<file path="src/rtl/instr_encoder_pkg.sv">
// Shared definitions for the MIPS instruction encoder: kind codes, opcode/funct fields,
// the NOP word and the encoder FSM states.
package instr_encoder_pkg;

   typedef enum logic [2:0] {
      K_ADDU = 3'd0,
      K_SUBU = 3'd1,
      K_ORI  = 3'd2,
      K_LW   = 3'd3,
      K_SW   = 3'd4,
      K_BEQ  = 3'd5,
      K_LUI  = 3'd6,
      K_J    = 3'd7
   } kind_t;

   typedef enum logic {
      ST_RUN = 1'b0,
      ST_PAD = 1'b1
   } enc_state_t;

   localparam logic [5:0] OP_RTYPE = 6'h00;
   localparam logic [5:0] OP_ORI   = 6'h0D;
   localparam logic [5:0] OP_LW    = 6'h23;
   localparam logic [5:0] OP_SW    = 6'h2B;
   localparam logic [5:0] OP_BEQ   = 6'h04;
   localparam logic [5:0] OP_LUI   = 6'h0F;
   localparam logic [5:0] OP_J     = 6'h02;

   localparam logic [5:0] FN_ADDU  = 6'h21;
   localparam logic [5:0] FN_SUBU  = 6'h23;

   localparam logic [31:0] NOP_WORD = 32'h0000_0000;

   // Control transfers that own a delay slot.
   function automatic logic is_branch(input kind_t k);
      return (k == K_BEQ) || (k == K_J);
   endfunction

endpackage

</file>
<file path="src/rtl/instr_encoder_if.sv">
// Field-bundle handshake plus instruction-memory write port of the encoder.
interface instr_encoder_if #(
   parameter int ADDR_W = 10
);
   logic              in_valid;
   logic              in_ready;
   logic [2:0]        in_kind;
   logic [4:0]        in_rs;
   logic [4:0]        in_rt;
   logic [4:0]        in_rd;
   logic [15:0]       in_imm;
   logic [25:0]       in_target;
   logic              wr_en;
   logic [ADDR_W-1:0] wr_addr;
   logic [31:0]       wr_data;
   logic [ADDR_W:0]   count;
   logic              full;
   logic              overflow;

   modport slave (
      input  in_valid, in_kind, in_rs, in_rt, in_rd, in_imm, in_target,
      output in_ready, wr_en, wr_addr, wr_data, count, full, overflow
   );

   modport master (
      output in_valid, in_kind, in_rs, in_rt, in_rd, in_imm, in_target,
      input  in_ready, wr_en, wr_addr, wr_data, count, full, overflow
   );
endinterface

</file>
<file path="src/rtl/instr_encoder_pack.sv">
// Purely combinational packer: decoded fields -> 32-bit MIPS word.
// Fields a format does not use are forced to zero.
module instr_pack
   import instr_encoder_pkg::*;
(
   input  kind_t       kind_i,
   input  logic [4:0]  rs_i,
   input  logic [4:0]  rt_i,
   input  logic [4:0]  rd_i,
   input  logic [15:0] imm_i,
   input  logic [25:0] target_i,
   output logic [31:0] word_o
);

   // Format selection per instruction kind.
   always_comb begin
      word_o = NOP_WORD;
      case (kind_i)
         K_ADDU:  word_o = {OP_RTYPE, rs_i, rt_i, rd_i, 5'd0, FN_ADDU};
         K_SUBU:  word_o = {OP_RTYPE, rs_i, rt_i, rd_i, 5'd0, FN_SUBU};
         K_ORI:   word_o = {OP_ORI, rs_i, rt_i, imm_i};
         K_LW:    word_o = {OP_LW, rs_i, rt_i, imm_i};
         K_SW:    word_o = {OP_SW, rs_i, rt_i, imm_i};
         K_BEQ:   word_o = {OP_BEQ, rs_i, rt_i, imm_i};
         K_LUI:   word_o = {OP_LUI, 5'd0, rt_i, imm_i};
         K_J:     word_o = {OP_J, target_i};
         default: word_o = NOP_WORD;
      endcase
   end

endmodule

</file>
<file path="src/rtl/instr_encoder.sv">
// Streams encoded instructions into instruction memory with an auto-incrementing address.
// Optional macro ENC_DELAY_SLOT_PAD_EN inserts a NOP after every BEQ/J.
module instr_encoder
   import instr_encoder_pkg::*;
#(
   parameter int ADDR_W = 10,
   parameter int BASE   = 0,
   parameter int DEPTH  = 1024
)(
   input  logic clk,
   input  logic rst_n,
   input  logic clear,
   instr_encoder_if.slave bus
);

   localparam logic [ADDR_W-1:0] BASE_C  = ADDR_W'(BASE);
   localparam logic [ADDR_W:0]   DEPTH_C = (ADDR_W+1)'(DEPTH);

   enc_state_t        state_q, state_d;
   logic              wr_en_q, wr_en_d;
   logic [ADDR_W-1:0] wr_addr_q, wr_addr_d;
   logic [ADDR_W-1:0] ptr_q, ptr_d;
   logic [31:0]       wr_data_q, wr_data_d;
   logic [ADDR_W:0]   count_q, count_d;
   logic              full_q, full_d;
   logic              ovf_q, ovf_d;
   logic              in_ready_s;
   logic              accept_s;
   logic [31:0]       word_s;
   kind_t             kind_s;

   assign kind_s     = kind_t'(bus.in_kind);
   assign in_ready_s = rst_n & ~clear & ~full_q & (state_q == ST_RUN);
   assign accept_s   = bus.in_valid & in_ready_s;

   instr_pack u_pack (
      .kind_i   (kind_s),
      .rs_i     (bus.in_rs),
      .rt_i     (bus.in_rt),
      .rd_i     (bus.in_rd),
      .imm_i    (bus.in_imm),
      .target_i (bus.in_target),
      .word_o   (word_s)
   );

   // Next-state: clear, then a pending delay-slot NOP, then a fresh accept.
   always_comb begin
      state_d   = state_q;
      wr_en_d   = 1'b0;
      wr_addr_d = wr_addr_q;
      ptr_d     = ptr_q;
      wr_data_d = wr_data_q;
      count_d   = count_q;
      full_d    = full_q;
      ovf_d     = ovf_q;
      if (clear) begin
         state_d   = ST_RUN;
         wr_addr_d = BASE_C;
         ptr_d     = BASE_C;
         count_d   = '0;
         full_d    = 1'b0;
         ovf_d     = 1'b0;
      end else if (state_q == ST_PAD) begin
         state_d = ST_RUN;
         if (count_q < DEPTH_C) begin
            wr_en_d   = 1'b1;
            wr_addr_d = ptr_q;
            wr_data_d = NOP_WORD;
            ptr_d     = ptr_q + ADDR_W'(1);
            count_d   = count_q + (ADDR_W+1)'(1);
            full_d    = ((count_q + (ADDR_W+1)'(1)) == DEPTH_C);
         end else begin
            ovf_d  = 1'b1;
            full_d = 1'b1;
         end
      end else if (accept_s) begin
         wr_en_d   = 1'b1;
         wr_addr_d = ptr_q;
         wr_data_d = word_s;
         ptr_d     = ptr_q + ADDR_W'(1);
         count_d   = count_q + (ADDR_W+1)'(1);
         full_d    = ((count_q + (ADDR_W+1)'(1)) == DEPTH_C);
`ifdef ENC_DELAY_SLOT_PAD_EN
         if (is_branch(kind_s)) begin
            state_d = ST_PAD;
         end else begin
            state_d = ST_RUN;
         end
`else
         state_d = ST_RUN;
`endif
      end else begin
         state_d = state_q;
      end
   end

   // State and output registers with synchronous active-low reset.
   always_ff @(posedge clk) begin
      if (!rst_n) begin
         state_q   <= ST_RUN;
         wr_en_q   <= 1'b0;
         wr_addr_q <= BASE_C;
         ptr_q     <= BASE_C;
         wr_data_q <= 32'h0000_0000;
         count_q   <= '0;
         full_q    <= 1'b0;
         ovf_q     <= 1'b0;
      end else begin
         state_q   <= state_d;
         wr_en_q   <= wr_en_d;
         wr_addr_q <= wr_addr_d;
         ptr_q     <= ptr_d;
         wr_data_q <= wr_data_d;
         count_q   <= count_d;
         full_q    <= full_d;
         ovf_q     <= ovf_d;
      end
   end

   assign bus.in_ready = in_ready_s;
   assign bus.wr_en    = wr_en_q;
   assign bus.wr_addr  = wr_addr_q;
   assign bus.wr_data  = wr_data_q;
   assign bus.count    = count_q;
   assign bus.full     = full_q;
   assign bus.overflow = ovf_q;

endmodule

</file>
<file path="src/flat_wrapper.sv">
// flat-port wrapper written by rule: the top's interface ports become plain ports
module instr_encoder_flat import instr_encoder_pkg::*;
#(
   parameter int ADDR_W = 10,
   parameter int BASE   = 0,
   parameter int DEPTH  = 1024
)
  (clk, rst_n, clear, bus_in_valid, bus_in_kind, bus_in_rs, bus_in_rt, bus_in_rd, bus_in_imm, bus_in_target, bus_in_ready, bus_wr_en, bus_wr_addr, bus_wr_data, bus_count, bus_full, bus_overflow);
  instr_encoder_if #(.ADDR_W(ADDR_W)) bus_i ();
  input  logic clk;
  input  logic rst_n;
  input  logic clear;
  input wire logic [$bits(bus_i.in_valid)-1:0] bus_in_valid;
  input wire logic [$bits(bus_i.in_kind)-1:0] bus_in_kind;
  input wire logic [$bits(bus_i.in_rs)-1:0] bus_in_rs;
  input wire logic [$bits(bus_i.in_rt)-1:0] bus_in_rt;
  input wire logic [$bits(bus_i.in_rd)-1:0] bus_in_rd;
  input wire logic [$bits(bus_i.in_imm)-1:0] bus_in_imm;
  input wire logic [$bits(bus_i.in_target)-1:0] bus_in_target;
  output wire logic [$bits(bus_i.in_ready)-1:0] bus_in_ready;
  output wire logic [$bits(bus_i.wr_en)-1:0] bus_wr_en;
  output wire logic [$bits(bus_i.wr_addr)-1:0] bus_wr_addr;
  output wire logic [$bits(bus_i.wr_data)-1:0] bus_wr_data;
  output wire logic [$bits(bus_i.count)-1:0] bus_count;
  output wire logic [$bits(bus_i.full)-1:0] bus_full;
  output wire logic [$bits(bus_i.overflow)-1:0] bus_overflow;
  assign bus_i.in_valid = bus_in_valid;
  assign bus_i.in_kind = bus_in_kind;
  assign bus_i.in_rs = bus_in_rs;
  assign bus_i.in_rt = bus_in_rt;
  assign bus_i.in_rd = bus_in_rd;
  assign bus_i.in_imm = bus_in_imm;
  assign bus_i.in_target = bus_in_target;
  assign bus_in_ready = bus_i.in_ready;
  assign bus_wr_en = bus_i.wr_en;
  assign bus_wr_addr = bus_i.wr_addr;
  assign bus_wr_data = bus_i.wr_data;
  assign bus_count = bus_i.count;
  assign bus_full = bus_i.full;
  assign bus_overflow = bus_i.overflow;
  instr_encoder #(.ADDR_W(ADDR_W), .BASE(BASE), .DEPTH(DEPTH)) u_core (.clk(clk), .rst_n(rst_n), .clear(clear), .bus(bus_i));
endmodule
</file>
<file path="config.mk">
export PLATFORM = sky130hd
export DESIGN_NAME = instr_encoder_flat
export DESIGN_NICKNAME = d
export VERILOG_FILES = /design/src/rtl/instr_encoder_pkg.sv /design/src/rtl/instr_encoder_if.sv /design/src/rtl/instr_encoder_pack.sv /design/src/rtl/instr_encoder.sv /design/src/flat_wrapper.sv
export SDC_FILE = /design/constraint.sdc
export NUM_CORES = 1
export LEC_CHECK = 0
export CORE_MARGIN = 2
export CORE_UTILIZATION = 44
export CTS_BUF_LIST = sky130_fd_sc_hd__clkbuf_8 sky130_fd_sc_hd__clkbuf_16
export DETAILED_ROUTE_END_ITERATION = 8
export PLACE_DENSITY = 0.85
export RECOVER_POWER = 50
export SETUP_SLACK_MARGIN = 0.15
export SLEW_MARGIN = 10
export SYNTH_ARGS = -nofsm -noshare
export SYNTH_HDL_FRONTEND = slang
export SYNTH_SLANG_ARGS = --single-unit
export TNS_END_PERCENT = 20
</file>
<file path="constraint.sdc">
create_clock -name clk -period 2.1 [get_ports clk]
set_clock_uncertainty 0.1 [all_clocks]
set_input_delay 0.42 -clock clk [delete_from_list [all_inputs] [get_ports clk]]
set_output_delay 0.42 -clock clk [all_outputs]
set_load 0.005 [all_outputs]
</file>
== Word-level counts from Yosys, hierarchy flattened ==
Index checks and enable logic that the tools add are counted.

* Reduce and logical (&&, ||, !) cells: 3
* Eq/ne operators: 8
* Bitwise gates (word level): 6
* Add/sub/neg operators: 2
* Mux-type cells: 7

{| class="wikitable"
|+ Operators by type and width
! operator !! number
|-
| $pmux W32 S8 || 1
|-
| $mux W32 || 1
|-
| $mux W10 || 2
|-
| $eq A3 B3 Y1 const B || 4
|-
| $add A11 B1 Y11 const B || 1
|-
| $eq A11 B11 Y1 const B || 1
|-
| $mux W11 || 1
|-
| $add A10 B1 Y10 const B || 1
|-
| $eq A3 B2 Y1 const B || 2
|-
| $and A1 B1 Y1 || 3
|-
| $eq A3 B1 Y1 const B || 1
|-
| $logic_not A3 Y1 || 1
|-
| $not A1 Y1 || 3
|-
| $mux W1 || 2
|-
| $reduce_and A2 Y1 || 1
|-
| $reduce_or A2 Y1 || 1
|}

* Register bits: 65
* Input port bits: 64
* Word-level logic and storage cells: 32

== Depth between registers and ports, before layout ==
* Depth in word-level cells: 5
* Mapped depth: 7
* Depth with buffers taken out: 5

== Hierarchy ==
Synthesis repeated with hierarchy kept, for this count alone.

* Cells, all modules: 394
* Area total of the unflattened synthesis: 3310.7 um2

{| class="wikitable"
|+ By module, submodules not included
! module !! area an instance (um2) !! cells each !! instances !! seq. area each (um2)
|-
| instr_encoder || 2618.8 || 302 || 1 || 1301.2
|-
| instr_pack || 691.9 || 92 || 1 || 0.0
|}

== Least setup slack after synthesis ==
Ideal clock, no wire load.

* Kind: reg2reg
* Start: register u_core.count_q[0] (netlist: u_core.bus.count[0])
* End: register u_core.full_q (netlist: u_core.bus.full)
* Cell stages (with the launch flop): 6
* Setup time: 0.059 ns
* Data arrival time: 1.684 ns
* Setup slack: 0.258 ns
* Buffers on the path: 0
* Cell sequence: dfxtp_1 > ha_1 > and3_4 > or4_1 > a221oi_1 > a31o_1

* Cells in the longest elaborated chain, start to end: 3

{| class="wikitable"
|+ RTL lines
! item !! line !! RTL
|-
| start, declared || instr_encoder.sv:24 || <nowiki>logic [ADDR_W:0] count_q, count_d;</nowiki>
|-
| start signal, assigned || instr_encoder.sv:114 || <nowiki>count_q <= count_d;</nowiki>
|-
| $add A11 B1 Y11 || n/a ||
|-
| $eq A11 B11 Y1 || n/a ||
|-
| $mux W1 || instr_encoder.sv:76 || <nowiki>end else if (accept_s) begin</nowiki>
|-
| end signal, assigned || instr_encoder.sv:115 || <nowiki>full_q <= full_d;</nowiki>
|-
| end, declared || instr_encoder.sv:25 || <nowiki>logic full_q, full_d;</nowiki>
|}

Every way passes these cells. The select of a mux whose other input is x is not followed.
A chain may end at the register's enable or synchronous reset.

== Worst setup path after layout ==
* Start: register u_core.count_q[4] (netlist: u_core.bus.count[4])
* End: output bus_count[4]

{| class="wikitable"
|+ RTL lines
! item !! line !! RTL
|-
| end, declared || flat_wrapper.sv:24 || <nowiki>output wire logic [$bits(bus_i.count)-1:0] bus_count;</nowiki>
|}

No word-level cell between the ends.

==> flow_summary.json <==
{
  "reg2reg_slack_ps": 280,
  "cts_hold_buf": 0,
  "synth_edf_count": 0,
  "hpwlAfterDp_mm": 6.02,
  "clock_power_share": 0.376,
  "min_period_ps": 1920,
  "antenna_found_initial": 0,
  "ctsRootBufferMaster": "clkbuf_8",
  "whs_ps": 357,
  "tns_ps": 0,
  "final_nets": 550,
  "routed_wirelength_mm": 8.48,
  "die_h_um": 88.4,
  "layout-drive-gt1-share": 0.0840,
  "cts_tree": "yes",
  "cts_sinks": 64,
  "layout_commonest_cell": "clkdlybuf4s50_1",
  "r2r_cells": 5,
  "p_seq_frac": 0.471,
  "clk_path_buf_depth": 2,
  "critical_path_class": "register to primary output",
  "switching_share": 0.259,
  "drc": 0,
  "cts_buffers": 9,
  "die_w_um": 88.4,
  "min-delay-start": "u_core.bus.wr_addr[2]$_SDFFE_PP0N_",
  "finalHoldViolCount": 0,
  "wire_per_inst_um": 14.5,
  "p_comb_frac": 0.153,
  "leakagePower_nw": 1.94,
  "endpoint_kind": "primary output",
  "power_density_nw_per_um2": 579,
  "numPortBuffers": 118,
  "hold_depth": 2,
  "yosys-top-cells-area": "dfxtp_1, o211a_1, nand2_1",
  "yosys_register_bits": 64,
  "timing.max_cap.violations": 0,
  "period_share": 0.915,
  "grt_pass1_wl_mm": 13.5,
  "area_growth_pct": 47.8,
  "maxSlewViolCount": 0,
  "diodes": 0,
  "drt-initial-drc-count": 147,
  "finalSetupViolCount": 0,
  "synth_area_per_cell_um2": 8.48,
  "rsz0062_at_grt": "true",
  "dieArea_um2": 7820,
  "fp.coreArea_um2": 6830,
  "final_cells": 584,
  "worst_slew_pin_slew_ps": 509,
  "grt_start_max_net_pins": 42,
  "start_util": 0.459,
  "num_vias": 3180,
  "cp_slowest_cell": "clkdlybuf4s50_1",
  "layout_common_cells": "clkdlybuf4s50_1, dfxtp_1, nand2_1",
  "dr.pass1.iters": 5,
  "ys_types": 44,
  "critPathTopFamily": "buffers and inverters",
  "crit_path_start_kind": "register",
  "rr_endpoint": "u_core.bus.full$_SDFFE_PP0N_",
  "worst-path-buf-inv": 1,
  "arrival_ps": 1400,
  "grt_pass1_vias": 2987,
  "synth_ff_type": "dfxtp_1",
  "worstPathRequired_ps": 1580,
  "track_usage": 0.217,
  "synthesis.instances": 370,
  "yosysSeqAreaShare": 0.408,
  "dp.cells": 568,
  "status": "finished, final reports clean",
  "clk_latency_ps": 330,
  "yosysWarningCount": 0,
  "power_switching_mw": 0.695,
  "clk_pin_slew_ps": 80,
  "synth_largest_area_cell": "dfxtp_1",
  "syn_area_um2": 3140,
  "rows": 30,
  "relSlewSlack": 0.661,
  "ir_drop_uv": 400,
  "async_reset_ff_frac": 0,
  "drtAntennaViolNets": 0,
  "h-tree-depth": 3,
  "via_per_inst": 5.45,
  "cp_slowest_stage_delay_ps": 570,
  "overflow": 0,
  "holdCritPathClass": "register to register",
  "crit_chain": "clkdlybuf4s50_1",
  "io_pins": 121,
  "r2r-start": "u_core.bus.count[0]$_SDFFE_PP0N_",
  "place_congestion": 0.835,
  "path_max_fanout": 10,
  "p_int_mw": 1.99,
  "yosysTopAreaCellShare": 0.408,
  "min_to": "u_core.bus.wr_addr[2]$_SDFFE_PP0N_",
  "clock.fmax_mhz": 520
}
-- area by class of cell --
cell class	instances	area, um2
inverter	6	22.5
fill	577	2190
clock inverter	5	38.8
tap	96	120
multi-input combinational	267	1680
timing repair buffer	135	1340
clock buffer	11	151
sequential	64	1280
-- worst max path at each step --
stage / from / end / depth (start not counted)
after floorplan: u_core.bus.count[0]$_SDFFE_PP0N_ / u_core.bus.full$_SDFFE_PP0N_ / 5
final: u_core.bus.count[4]$_SDFFE_PP0N_ / bus_count[4] / 1
after global routing: u_core.bus.count[5]$_SDFFE_PP0N_ / bus_count[5] / 1
after detailed placement: bus_in_kind[1] / u_core.bus.wr_data[8]$_SDFFE_PN0P_ / 4
after global placement: rst_n / bus_in_ready / 4
after CTS: u_core.bus.count[4]$_SDFFE_PP0N_ / bus_count[4] / 1
-- synth_stat cells, types with 2 or more instances --
library cell  count
a21boi_1          2
nand2_1          49
a21oi_1          24
a22o_1            8
and2_1            4
o21ai_0           5
ha_1              3
mux2_2            6
a211oi_1          2
o22ai_1           4
dfxtp_1          64
nand4_1           9
o311ai_1          5
nor3b_1           8
and4_1            4
clkbuf_1         18
mux2i_1           5
inv_1             5
nand3_1          20
nor2b_1           3
buf_4             2
nand2b_1          4
and3_1            2
o211ai_1          4
xnor2_1           5
nor3_1            5
xor2_1           11
o211a_1          19
or3_1             4
nor2_1           33
buf_2            10
a221oi_1          9
a221o_1           2
buf_1             2
-- layer usage --
layer / track usage / up-vias / part of all wire
met4: 0.0785 / 0 / 0.016
met5: 0 / - / 0
met1: 0.262 / 1498 / 0.42
met2: 0.377 / 119 / 0.51
met3: 0.0485 / 14 / 0.059
li1: - / 1549 / -
-- per-stage QoR --
stage | utilization | power (mW) | setup WS [ps] | cell area (um2)
5_1_grt | 0.679 | 2.80 | 107 | 4640
6_report | 0.679 | 2.69 | 178 | 4640
3_3_place_gp | 0.653 | 1.70 | -94.7 | 4460
4_1_cts | 0.681 | 2.72 | 159 | 4650
2_1_floorplan | - | 1.47 | 258 | 3140
3_5_place_dp | 0.653 | 1.71 | -170 | 4460
-- repair_timing --
item | 4_1_cts | 5_1_grt
buffers inserted | 0 | 0
pin swaps | 0 | 0
cloned | 0 | 0
gates resized for setup | 2 | 1
endpoints found under the setup margin | 1 | 13
-- sequential cells by signal (all words and copies together) (netlist names) --
| name | count |
|---|---|
| u_core.bus.full | 1 |
| u_core.bus.wr_addr | 10 |
| u_core.bus.wr_data | 31 |
| u_core.ptr_q | 10 |
| u_core.bus.count | 11 |
| u_core.bus.wr_en | 1 |
-- power by group through the flow --
stage | registers [mW] | clock network, mW | logic [mW]
floorplan | 1.30 | 0 | 0.171
detailed placement | 1.29 | 0 | 0.419
global route | 1.27 | 1.08 | 0.447
CTS | 1.27 | 1.03 | 0.420
finish | 1.27 | 1.01 | 0.411
global placement | 1.29 | 0 | 0.411
-- logic make-up (layout without fill, tap and decap cells) --
kind of cell / after synthesis / after routing / share of synthesized area
buf+inv: 40 / 157 / 0.0570
fa+ha+maj: 3 / 3 / 0.0120
flops: 64 / 64 / 0.408
mux: 11 / 11 / 0.0375
compound gates: 87 / 87 / 0.209
other cells: 1 / 2 / 0.00120
simple gates: 148 / 148 / 0.230
xor+xnor: 16 / 16 / 0.0447
Power figures use the tool's default switching activity.
